--- config.mk ---
export PLATFORM = sky130hd
export DESIGN_NAME = sound_synth_flat
export DESIGN_NICKNAME = d
export VERILOG_FILES = /design/src/rtl/sound_pkg.sv /design/src/rtl/sound_synth_if.sv /design/src/rtl/sound_voice.sv /design/src/rtl/sound_synth.sv /design/src/flat_wrapper.sv
export SDC_FILE = /design/constraint.sdc
export NUM_CORES = 2
export LEC_CHECK = 0
export CORE_AREA = 2 2 336 405
export CTS_CLUSTER_SIZE = 30
export DETAILED_ROUTE_END_ITERATION = 7
export DIE_AREA = 0 0 338 407
export SLEW_MARGIN = 0
export SYNTH_ARGS = -nofsm -noshare
export SYNTH_HDL_FRONTEND = slang
export SYNTH_HIERARCHICAL = 1
export SYNTH_SLANG_ARGS = --single-unit
--- constraint.sdc ---
create_clock -name clk -period 24.2 [get_ports clk]
set_clock_uncertainty 0.05 [all_clocks]
set_input_delay 4.84 -clock clk [delete_from_list [all_inputs] [get_ports clk]]
set_output_delay 4.84 -clock clk [all_outputs]
set_load 0.01 [all_outputs]
--- src/rtl/sound_pkg.sv ---
// Shared codes for the sound synthesizer: register parameter codes, voice modes,
// noise LFSR definition and the per-voice write request.
package sound_pkg;

    typedef enum logic [2:0] {
        P_PERIOD   = 3'd0,
        P_VOLUME   = 3'd1,
        P_WIDTH    = 3'd2,
        P_MODE     = 3'd3,
        P_ENV_RATE = 3'd4,
        P_TRIGGER  = 3'd5
    } param_e;

    typedef enum logic [1:0] {
        M_OFF    = 2'd0,
        M_SQUARE = 2'd1,
        M_NOISE  = 2'd2,
        M_RSVD   = 2'd3
    } mode_e;

    localparam int              LFSR_W      = 15;
    localparam logic [LFSR_W-1:0] LFSR_SEED = 15'h7FFF;
    localparam int              LFSR_TAP_HI = 14;
    localparam int              LFSR_TAP_LO = 13;

    typedef struct packed {
        logic        we;
        logic [2:0]  param;
        logic [15:0] val;
    } voice_wr_t;

    function automatic logic [LFSR_W-1:0] lfsr_next(input logic [LFSR_W-1:0] s);
        return {s[LFSR_W-2:0], s[LFSR_TAP_HI] ^ s[LFSR_TAP_LO]};
    endfunction

endpackage

--- src/rtl/sound_synth_if.sv ---
// Register-write bus and mixed-sample outputs of the sound synthesizer.
interface sound_synth_if #(
    parameter int NUM_CH   = 4,
    parameter int SAMPLE_W = 24
);
    localparam int CH_W = (NUM_CH > 1) ? $clog2(NUM_CH) : 1;

    logic                wen;
    logic [CH_W-1:0]     ch_sel;
    logic [2:0]          ch_param;
    logic [15:0]         ch_val;
    logic [SAMPLE_W-1:0] sample;
    logic                sample_valid;
    logic [NUM_CH-1:0]   active;

    modport master (output wen, ch_sel, ch_param, ch_val,
                    input  sample, sample_valid, active);
    modport slave  (input  wen, ch_sel, ch_param, ch_val,
                    output sample, sample_valid, active);
endinterface

--- src/rtl/sound_voice.sv ---
// One synthesizer voice: config registers, phase counter, square/noise waveform
// and linear decay envelope.
module sound_voice
    import sound_pkg::*;
(
    input  logic       clk,
    input  logic       reset,
    input  voice_wr_t  i_wr,
    output logic       o_level,
    output logic [4:0] o_env_vol,
    output logic       o_active
);
    logic [15:0]       r_period, r_env_rate, r_phase, r_env_cnt;
    logic [4:0]        r_volume, r_env_vol;
    logic [2:0]        r_width;
    mode_e             r_mode;
    logic [LFSR_W-1:0] r_lfsr;

    logic              w_wrap, w_env_tick;
    logic [31:0]       w_phase_x8, w_duty_thr;

    // >= rather than == so shrinking period/env_rate below the live count still wraps
    assign w_wrap     = (r_period != '0) && (r_phase >= r_period - 16'd1);
    assign w_env_tick = (r_env_rate != '0) && (r_env_cnt >= r_env_rate - 16'd1);
    assign w_phase_x8 = {13'd0, r_phase, 3'd0};
    assign w_duty_thr = {16'd0, r_period} * {28'd0, {1'b0, r_width} + 4'd1};

    always_comb begin
        o_level = 1'b0;
        if (r_period != '0) begin
            case (r_mode)
                M_SQUARE: o_level = (w_phase_x8 < w_duty_thr);
                M_NOISE:  o_level = r_lfsr[0];
                default:  o_level = 1'b0;
            endcase
        end
    end

    assign o_env_vol = r_env_vol;
    assign o_active  = ((r_mode == M_SQUARE) || (r_mode == M_NOISE)) && (r_env_vol != '0);

    always_ff @(posedge clk or posedge reset) begin
        if (reset) begin
            r_period   <= '0;
            r_env_rate <= '0;
            r_phase    <= '0;
            r_env_cnt  <= '0;
            r_volume   <= '0;
            r_env_vol  <= '0;
            r_width    <= '0;
            r_mode     <= M_OFF;
            r_lfsr     <= LFSR_SEED;
        end else begin
            if (r_period == '0) begin
                r_phase <= '0;
            end else if (w_wrap) begin
                r_phase <= '0;
                r_lfsr  <= lfsr_next(r_lfsr);
            end else begin
                r_phase <= r_phase + 16'd1;
            end

            if (w_env_tick) begin
                r_env_cnt <= '0;
                if (r_env_vol != '0) r_env_vol <= r_env_vol - 5'd1;
            end else if (r_env_rate != '0) begin
                r_env_cnt <= r_env_cnt + 16'd1;
            end

            // Register writes come last so they override the free-running updates above
            if (i_wr.we) begin
                case (i_wr.param)
                    P_PERIOD:   r_period <= i_wr.val;
                    P_VOLUME: begin
                        r_volume  <= i_wr.val[4:0];
                        r_env_vol <= i_wr.val[4:0];
                    end
                    P_WIDTH:    r_width    <= i_wr.val[2:0];
                    P_MODE:     r_mode     <= mode_e'(i_wr.val[1:0]);
                    P_ENV_RATE: r_env_rate <= i_wr.val;
                    P_TRIGGER: begin
                        r_phase   <= '0;
                        r_env_cnt <= '0;
                        r_env_vol <= r_volume;
                        r_lfsr    <= LFSR_SEED;
                    end
                    default: ;
                endcase
            end
        end
    end

endmodule

--- src/rtl/sound_synth.sv ---
// Multi-voice synthesizer: NUM_CH voices summed by a time-multiplexed mixer
// into a saturating unsigned sample once every NUM_CH cycles.
module sound_synth
    import sound_pkg::*;
#(
    parameter int NUM_CH   = 4,
    parameter int SAMPLE_W = 24,
    parameter int GAIN_SH  = 17
) (
    input logic         clk,
    input logic         reset,
    sound_synth_if.slave bus
);
    localparam int CH_W  = (NUM_CH > 1) ? $clog2(NUM_CH) : 1;
    localparam int ACC_W = SAMPLE_W + 4;
    localparam logic [ACC_W-1:0] SAT_MAX = {4'd0, {SAMPLE_W{1'b1}}};

    voice_wr_t [NUM_CH-1:0]           w_wr;
    logic [NUM_CH-1:0]                w_level, w_active;
    logic [NUM_CH-1:0][4:0]           w_env_vol;
    logic [NUM_CH-1:0][ACC_W-1:0]     w_contrib;

    logic [CH_W-1:0]     r_idx;
    logic [ACC_W-1:0]    r_acc, w_sum;
    logic [SAMPLE_W-1:0] r_sample;
    logic                r_valid;

    generate
        for (genvar g = 0; g < NUM_CH; g++) begin : g_voice
            // Out-of-range ch_sel never matches a voice; codes 6..7 are dropped here too
            assign w_wr[g] = '{we:    bus.wen && (bus.ch_sel == CH_W'(g)) && (bus.ch_param <= P_TRIGGER),
                               param: bus.ch_param,
                               val:   bus.ch_val};

            sound_voice u_voice (
                .clk       (clk),
                .reset     (reset),
                .i_wr      (w_wr[g]),
                .o_level   (w_level[g]),
                .o_env_vol (w_env_vol[g]),
                .o_active  (w_active[g])
            );

            assign w_contrib[g] = ACC_W'(w_level[g] ? w_env_vol[g] : 5'd0) << GAIN_SH;
        end
    endgenerate

    assign w_sum = ((r_idx == '0) ? '0 : r_acc) + w_contrib[r_idx];

    always_ff @(posedge clk or posedge reset) begin
        if (reset) begin
            r_idx    <= '0;
            r_acc    <= '0;
            r_sample <= '0;
            r_valid  <= 1'b0;
        end else begin
            r_acc <= w_sum;
            if (r_idx == CH_W'(NUM_CH - 1)) begin
                r_idx    <= '0;
                r_sample <= (w_sum > SAT_MAX) ? SAT_MAX[SAMPLE_W-1:0] : w_sum[SAMPLE_W-1:0];
                r_valid  <= 1'b1;
            end else begin
                r_idx   <= r_idx + CH_W'(1);
                r_valid <= 1'b0;
            end
        end
    end

    assign bus.sample       = r_sample;
    assign bus.sample_valid = r_valid;
    assign bus.active       = w_active;

endmodule

--- src/flat_wrapper.sv ---
// flat-port wrapper written by rule: the top's interface ports become plain ports
module sound_synth_flat import sound_pkg::*;
#(
    parameter int NUM_CH   = 4,
    parameter int SAMPLE_W = 24,
    parameter int GAIN_SH  = 17
)
  (clk, reset, bus_wen, bus_ch_sel, bus_ch_param, bus_ch_val, bus_sample, bus_sample_valid, bus_active);
  sound_synth_if #(.NUM_CH(NUM_CH), .SAMPLE_W(SAMPLE_W)) bus_i ();
  input logic clk;
  input logic reset;
  input wire logic [$bits(bus_i.wen)-1:0] bus_wen;
  input wire logic [$bits(bus_i.ch_sel)-1:0] bus_ch_sel;
  input wire logic [$bits(bus_i.ch_param)-1:0] bus_ch_param;
  input wire logic [$bits(bus_i.ch_val)-1:0] bus_ch_val;
  output wire logic [$bits(bus_i.sample)-1:0] bus_sample;
  output wire logic [$bits(bus_i.sample_valid)-1:0] bus_sample_valid;
  output wire logic [$bits(bus_i.active)-1:0] bus_active;
  assign bus_i.wen = bus_wen;
  assign bus_i.ch_sel = bus_ch_sel;
  assign bus_i.ch_param = bus_ch_param;
  assign bus_i.ch_val = bus_ch_val;
  assign bus_sample = bus_i.sample;
  assign bus_sample_valid = bus_i.sample_valid;
  assign bus_active = bus_i.active;
  sound_synth #(.NUM_CH(NUM_CH), .SAMPLE_W(SAMPLE_W), .GAIN_SH(GAIN_SH)) u_core (.clk(clk), .reset(reset), .bus(bus_i));
endmodule
; ---- After elaboration in Yosys (flattened, before gate mapping)
; Cells that the tools add are included.
[word_totals]
regBits = 431
out_inout_bits = 29
word_cells = 251
[classes]
n_addsub = 26
mul = 4
n_lt_le_gt_ge = 15
n_eq_ne = 17
muxes = 82
n_bitwise = 4
n_reduce_logical = 63
[ops]
columns = cell, count
row1 = $mux 16, 32
row2 = $mux 15, 16
row3 = $add 16x1->16 const B, 8
row4 = $ge 16x16->1, 8
row5 = $reduce_bool 16->1, 8
row6 = $sub 16x1->16 const B, 8
row7 = $lt 19x20->1, 4
row8 = $mul 16x4->20, 4
row9 = $mux 5, 16
row10 = $logic_not 16->1, 4
row11 = $bmux 28 s2, 1
row12 = $mux 28, 2
row13 = $pmux 5 s2, 4
row14 = $reduce_and 2->1, 20
row15 = $add 28x28->28, 1
row16 = $gt 28x24->1 const B, 1
row17 = $mux 24, 1
row18 = $logic_and 1x1->1, 20
row19 = $reduce_bool 5->1, 4
row20 = $sub 5x1->5 const B, 4
row21 = $add 3x1->4 const B, 4
row22 = $eq 2x2->1 const B, 7
row23 = $eq 2x1->1 const B, 5
row24 = $pmux 1 s2, 4
row25 = other kinds (12), 25

; ---- Depth between registers and ports, before layout
[logic_depth]
depth_word = 11
depth_mapped = 38
ltp_nobuf = 35

; ---- Hierarchy
; The synthesis kept the hierarchy.
[by_module_without_submodules]
columns = module, n_inst, cells_per_inst, area_each_um2
row1 = sound_voice (u_core.g_voice[0].u_voice), 1, 802, 7699.9
row2 = sound_voice (u_core.g_voice[2].u_voice), 1, 803, 7666.1
row3 = sound_voice (u_core.g_voice[1].u_voice), 1, 797, 7651.1
row4 = sound_voice (u_core.g_voice[3].u_voice), 1, 787, 7592.3
row5 = sound_synth, 1, 221, 2596.2

; ---- Least setup slack after synthesis
; OpenSTA, ideal clock, no wires.
[synth_path]
path_kind = register to register
startpoint = register u_core.g_voice[1].u_voice.r_width[0]
endpoint = register u_core.r_sample[7], in the netlist u_core/bus.sample[7]
setup_time_ns = 0.129
arrival_time_ns = 8.279
t_required_ns = 24.021
path_slack_ns = 15.742
stages_incl_launch_ff = 36
path_cell_list = dfrtp_1 > ha_1 > xor2_1 > clkbuf_1 > nand2_1 > fa_1 > inv_1 > fa_1 > fa_1 > a21o_1 > a221o_1 > o311a_1 > o41ai_1 > o21ai_0 > a21oi_1 > xor2_1 > ha_1 > a2111oi_0 > o21ai_0 > a31oi_1 > a221oi_1 > a2111oi_0 > and2_1 > a221oi_1 > a21oi_1 > ha_1 > inv_1 > fa_1 > nor2b_1 > o21bai_1 > a211oi_2 > xor2_1 > or3_1 > buf_6 > buf_8 > o41a_1
[synth_between]
elab_chain_len = 11
[synth_lines]
columns = element, line_no
row1 = from (decl), sound_voice.sv:15  ; logic [2:0] r_width;
row2 = from (signal assigned), sound_voice.sv:78  ; P_WIDTH: r_width <= i_wr.val[2:0];
row3 = $add 3x1->4, sound_voice.sv:26  ; assign w_duty_thr = {16'd0, r_period} * {28'd0, {1'b0, r_width} + 4'd1};
row4 = $mul 16x4->20, sound_voice.sv:26
row5 = $lt 19x20->1, sound_voice.sv:32  ; M_SQUARE: o_level = (w_phase_x8 < w_duty_thr);
row6 = $pmux 1 s2, sound_voice.sv:31  ; case (r_mode)
row7 = $mux 1, sound_voice.sv:30  ; if (r_period != '0) begin
row8 = net u_core.w_level[1], sound_synth.sv:19  ; logic [NUM_CH-1:0] w_level, w_active;
row9 = $mux 5, sound_synth.sv:44  ; assign w_contrib[g] = ACC_W'(w_level[g] ? w_env_vol[g] : 5'd0) << GAIN_SH;
row10 = $bmux 28 s2, sound_synth.sv:48  ; assign w_sum = ((r_idx == '0) ? '0 : r_acc) + w_contrib[r_idx];
row11 = $mux 28 (not written as such), sound_synth.sv:48
row12 = $add 28x28->28, sound_synth.sv:48
row13 = net u_core.w_sum[25], sound_synth.sv:24  ; logic [ACC_W-1:0] r_acc, w_sum;
row14 = $gt 28x24->1, sound_synth.sv:60  ; r_sample <= (w_sum > SAT_MAX) ? SAT_MAX[SAMPLE_W-1:0] : w_sum[SAMPLE_W-1:0];
row15 = $mux 24, sound_synth.sv:60
row16 = to (signal assigned), sound_synth.sv:60
row17 = to (decl), sound_synth.sv:25  ; logic [SAMPLE_W-1:0] r_sample;
; The timed path passes the listed nets, and every way through them passes these cells. The select of a mux whose other input is x is not followed.
; A chain may end at the register's enable or synchronous reset.

; ---- Worst setup path in the final report
[layout_path]
startpoint = register u_core.g_voice[2].u_voice.r_width[0]
endpoint = register u_core.r_sample[23], in the netlist u_core/bus.sample[23]
[layout_between]
elab_chain_len = 11
[layout_lines]
columns = element, line_no
row1 = from (decl), sound_voice.sv:15
row2 = from (signal assigned), sound_voice.sv:78
row3 = $add 3x1->4, sound_voice.sv:26
row4 = $mul 16x4->20, sound_voice.sv:26
row5 = $lt 19x20->1, sound_voice.sv:32
row6 = $pmux 1 s2, sound_voice.sv:31
row7 = $mux 1, sound_voice.sv:30
row8 = net u_core.w_level[2], sound_synth.sv:19
row9 = $mux 5, sound_synth.sv:44
row10 = $bmux 28 s2, sound_synth.sv:48
row11 = $mux 28 (not written as such), sound_synth.sv:48
row12 = $add 28x28->28, sound_synth.sv:48
row13 = net u_core.w_sum[25], sound_synth.sv:24
row14 = $gt 28x24->1, sound_synth.sv:60
row15 = $mux 24, sound_synth.sv:60
; The timed path passes the listed nets, and every way through them passes these cells. The select of a mux whose other input is x is not followed.

==> impl_metrics.env <==
export IMPL_seq_power_share=0.358
export IMPL_drive_above_1_share=0.122
export IMPL_cts_root_buf="clkbuf_16"
export IMPL_die_h_um=407
export IMPL_dieArea_um2=138000
export IMPL_io_buffers=52
export IMPL_place_congestion=0.811
export IMPL_clk_pin_slew_ps=60
export IMPL_drcViolationCount=0
export IMPL_yosys_area_top_type="dfrtp_1"
export IMPL_avgSynthCellArea_um2=9.74
export IMPL_async_flop_share=1.00
export IMPL_status="finished clean"
export IMPL_place_hpwl_mm=57.1
export IMPL_drtIter0Drc=1335
export IMPL_avgViaCountPerCell=4.56
export IMPL_grt_ovfl_total=0
export IMPL_slowest_delay_ps=780
export IMPL_tightest_slew_ps=1120
export IMPL_drt_pass1_iter_count=7
export IMPL_num_io_pins=53
export IMPL_hold_slack_ps=448
export IMPL_p_int_w=0.00187
export IMPL_grt_usage=0.116
export IMPL_rsz0062_at_grt="no"
export IMPL_yosys_warnings=6
export IMPL_tns_ps=0
export IMPL_pwr_share_clk=0.271
export IMPL_synthCells=3410
export IMPL_slew_viol_final=0
export IMPL_wl_per_cell_um=15.0
export IMPL_place_ws_ps=14100
export IMPL_cts_buffer_depth=3
export IMPL_numClockSinks=431
export IMPL_vias=24000
export IMPL_nets=3900
export IMPL_synth_edf_count=0
export IMPL_placed_area_um2=35700
export IMPL_grt_start_max_net_pins=75
export IMPL_hp_class="flop to flop"
export IMPL_yosysSeqAreaShare=0.327
export IMPL_finalInstanceArea_um2=37500
export IMPL_cp_common_cell="fa_1"
export IMPL_synth_most_common_cell="dfrtp_1"
export IMPL_synth_commonest_cells="dfrtp_1 (371), ha_1 (327), inv_1 (296)"
export IMPL_clock_latency_ps=660
export IMPL_cts_resized=0
export IMPL_switchingPower_w=0.00116
export IMPL_cts_tree="done"
export IMPL_syn2layout_area_growth_pct=13.0
export IMPL_crit_path_start_kind="flop"
export IMPL_cellLeakagePower_nw=17.2
export IMPL_timing_final_ws_setup_ps=14090
export IMPL_initial_core_util=0.249
export IMPL_cts_buffers=53
export IMPL_syn_num_nets=3874
export IMPL_finalSetupViolations=0
export IMPL_p_comb_frac=0.371
export IMPL_finalHoldViolations=0
export IMPL_max_cap_violations=0
export IMPL_vdd_drop_max_mv=0.0503
export IMPL_wl_mm=78.9
export IMPL_ant_nets=0
export IMPL_worstPathRequired_ps=24670
export IMPL_coreArea_um2=133000
export IMPL_grt_pass1_vias=24500
export IMPL_synth_seq_cells=431
export IMPL_fmax_mhz=98.9
export IMPL_slew_headroom=0.252
export IMPL_cts_setup_buffers=0
export IMPL_synth_ff_type="dfrtp_1"
export IMPL_synth_top_cell_area_share=0.280
export IMPL_htreeDepth=2
export IMPL_cts_hold_buffers=0
export IMPL_p_per_area_nw_per_um2=80.5
export IMPL_netlist_area_um2=33200
export IMPL_yosysUniqueCellTypes=99
export IMPL_grt_pass1_wl_mm=130
export IMPL_finalCritPeriodShare=0.418
export IMPL_sw_frac_of_total=0.383
export IMPL_cp_max_fo=24
export IMPL_rows=147
export IMPL_cp_arrival_ps=10580
export IMPL_totalPowerFinal_w=0.00302
export IMPL_finalCriticalPeriod_ps=10110
export IMPL_path_class="flop to flop"
export IMPL_synthTopCellsByArea="dfrtp_1 (28%), ha_1 (12%), fa_1 (6.8%)"
export IMPL_die_w_um=338
export IMPL_end_kind="flop"
export IMPL_slowest_stage="xor2_1"
export IMPL_antenna_found_initial=3
==> through the flow <==
step | instances | utilization
after global placement | 5169 | 0.268
final | 5271 | 0.281
after CTS | 5269 | 0.281
after global routing | 5269 | 0.281
after detailed placement | 5169 | 0.268
after floorplan | 3410 | -
==> final cells by class <==
cell class | instances | area [µm²]
diodes | 2 | 5.00
clock buffers | 66 | 1460
clock inverters | 34 | 353
fillers | 13900 | 95800
inverters | 296 | 1120
multi-input cells | 2584 | 20800
flip-flops and latches | 431 | 10900
well taps | 1788 | 2240
repair buffers | 70 | 646
==> cells by family after synthesis <==
| group | Yosys count | share of synthesized area |
|---|---|---|
| AOI/OAI and AO/OA | 471 | 0.0972 |
| xor gates and xnor gates | 302 | 0.0797 |
| adders and majority gates | 440 | 0.191 |
| buffers and inverters | 395 | 0.0483 |
| DFF | 431 | 0.327 |
| muxes | 209 | 0.0687 |
| and+or+nand+nor | 1162 | 0.188 |
==> critical path, delay by kind of cell, from the launching register on <==
family / cells / cell delay [ps]
flops: 1 / 680
simple gates: 7 / 2370
buf+inv: 2 / 110
fa+ha+maj: 7 / 2670
compound gates: 14 / 2970
xor+xnor: 3 / 1110
==> path summary, 6_finish.rpt <==
| path | slack [ps] | endpoint | startpoint | cells after the start |
|---|---|---|---|---|
| worst max-delay path | 14090 | u_core/bus.sample[23] | u_core/g_voice[2].u_voice/r_width[0] | 33 |
| worst min-delay path | 450 | u_core/g_voice[0].u_voice/r_volume[3] | u_core/g_voice[0].u_voice/r_volume[3] | 1 |
| worst max register to register | 14090 | u_core/bus.sample[23] | u_core/g_voice[2].u_voice/r_width[0] | 33 |
| worst min register to register | 450 | u_core/g_voice[0].u_voice/r_volume[3] | u_core/g_voice[0].u_voice/r_volume[3] | 1 |
| max in group asynchronous | 17820 | u_core/g_voice[0].u_voice/r_phase[12] | reset | 3 |
| min in group asynchronous | 4960 | u_core/g_voice[0].u_voice/r_env_cnt[15] | reset | 2 |
==> power groups by stage <==
| stage | combinational [W] | clock [W] | sequential (W) |
|---|---|---|---|
| floorplan | 0.000900 | 0 | 0.00101 |
| CTS | 0.00114 | 0.000850 | 0.00108 |
| finish | 0.00112 | 0.000819 | 0.00108 |
| global route | 0.00131 | 0.000876 | 0.00111 |
| global placement | 0.00109 | 0 | 0.00109 |
| detailed placement | 0.00113 | 0 | 0.00109 |
==> cell usage in the layout (no fill, tap or decap), drive strengths merged, types with 121 or more instances in the layout <==
| master | instances |
|---|---|
| a21oi | 121 |
| and2 | 176 |
| dfrtp | 371 |
| ha | 327 |
| inv | 302 |
| mux2 | 151 |
| nand2 | 242 |
| nor2 | 256 |
| xnor2 | 138 |
| xor2 | 164 |
==> metal layers <==
layer	global-route usage	wire length, µm
met2	0.200	38200
met5	0	12
met4	0.0366	1950
met3	0.0182	2950
met1	0.149	35700
==> flip-flops by register name, indices dropped and copies added, names as in the netlist <==
name,flops
u_core/g_voice.u_voice/r_volume,20
u_core/g_voice.u_voice/r_env_rate,64
u_core/r_idx,2
u_core/g_voice.u_voice/r_period,64
u_core/bus.sample_valid,1
u_core/bus.sample,24
u_core/g_voice.u_voice/r_lfsr,60
u_core/g_voice.u_voice/r_mode,8
u_core/g_voice.u_voice/r_env_cnt,64
u_core/g_voice.u_voice/r_phase,64
u_core/r_acc,28
u_core/g_voice.u_voice/r_width,12
u_core/g_voice.u_voice/o_env_vol,20
Power figures use the tool's default switching activity.
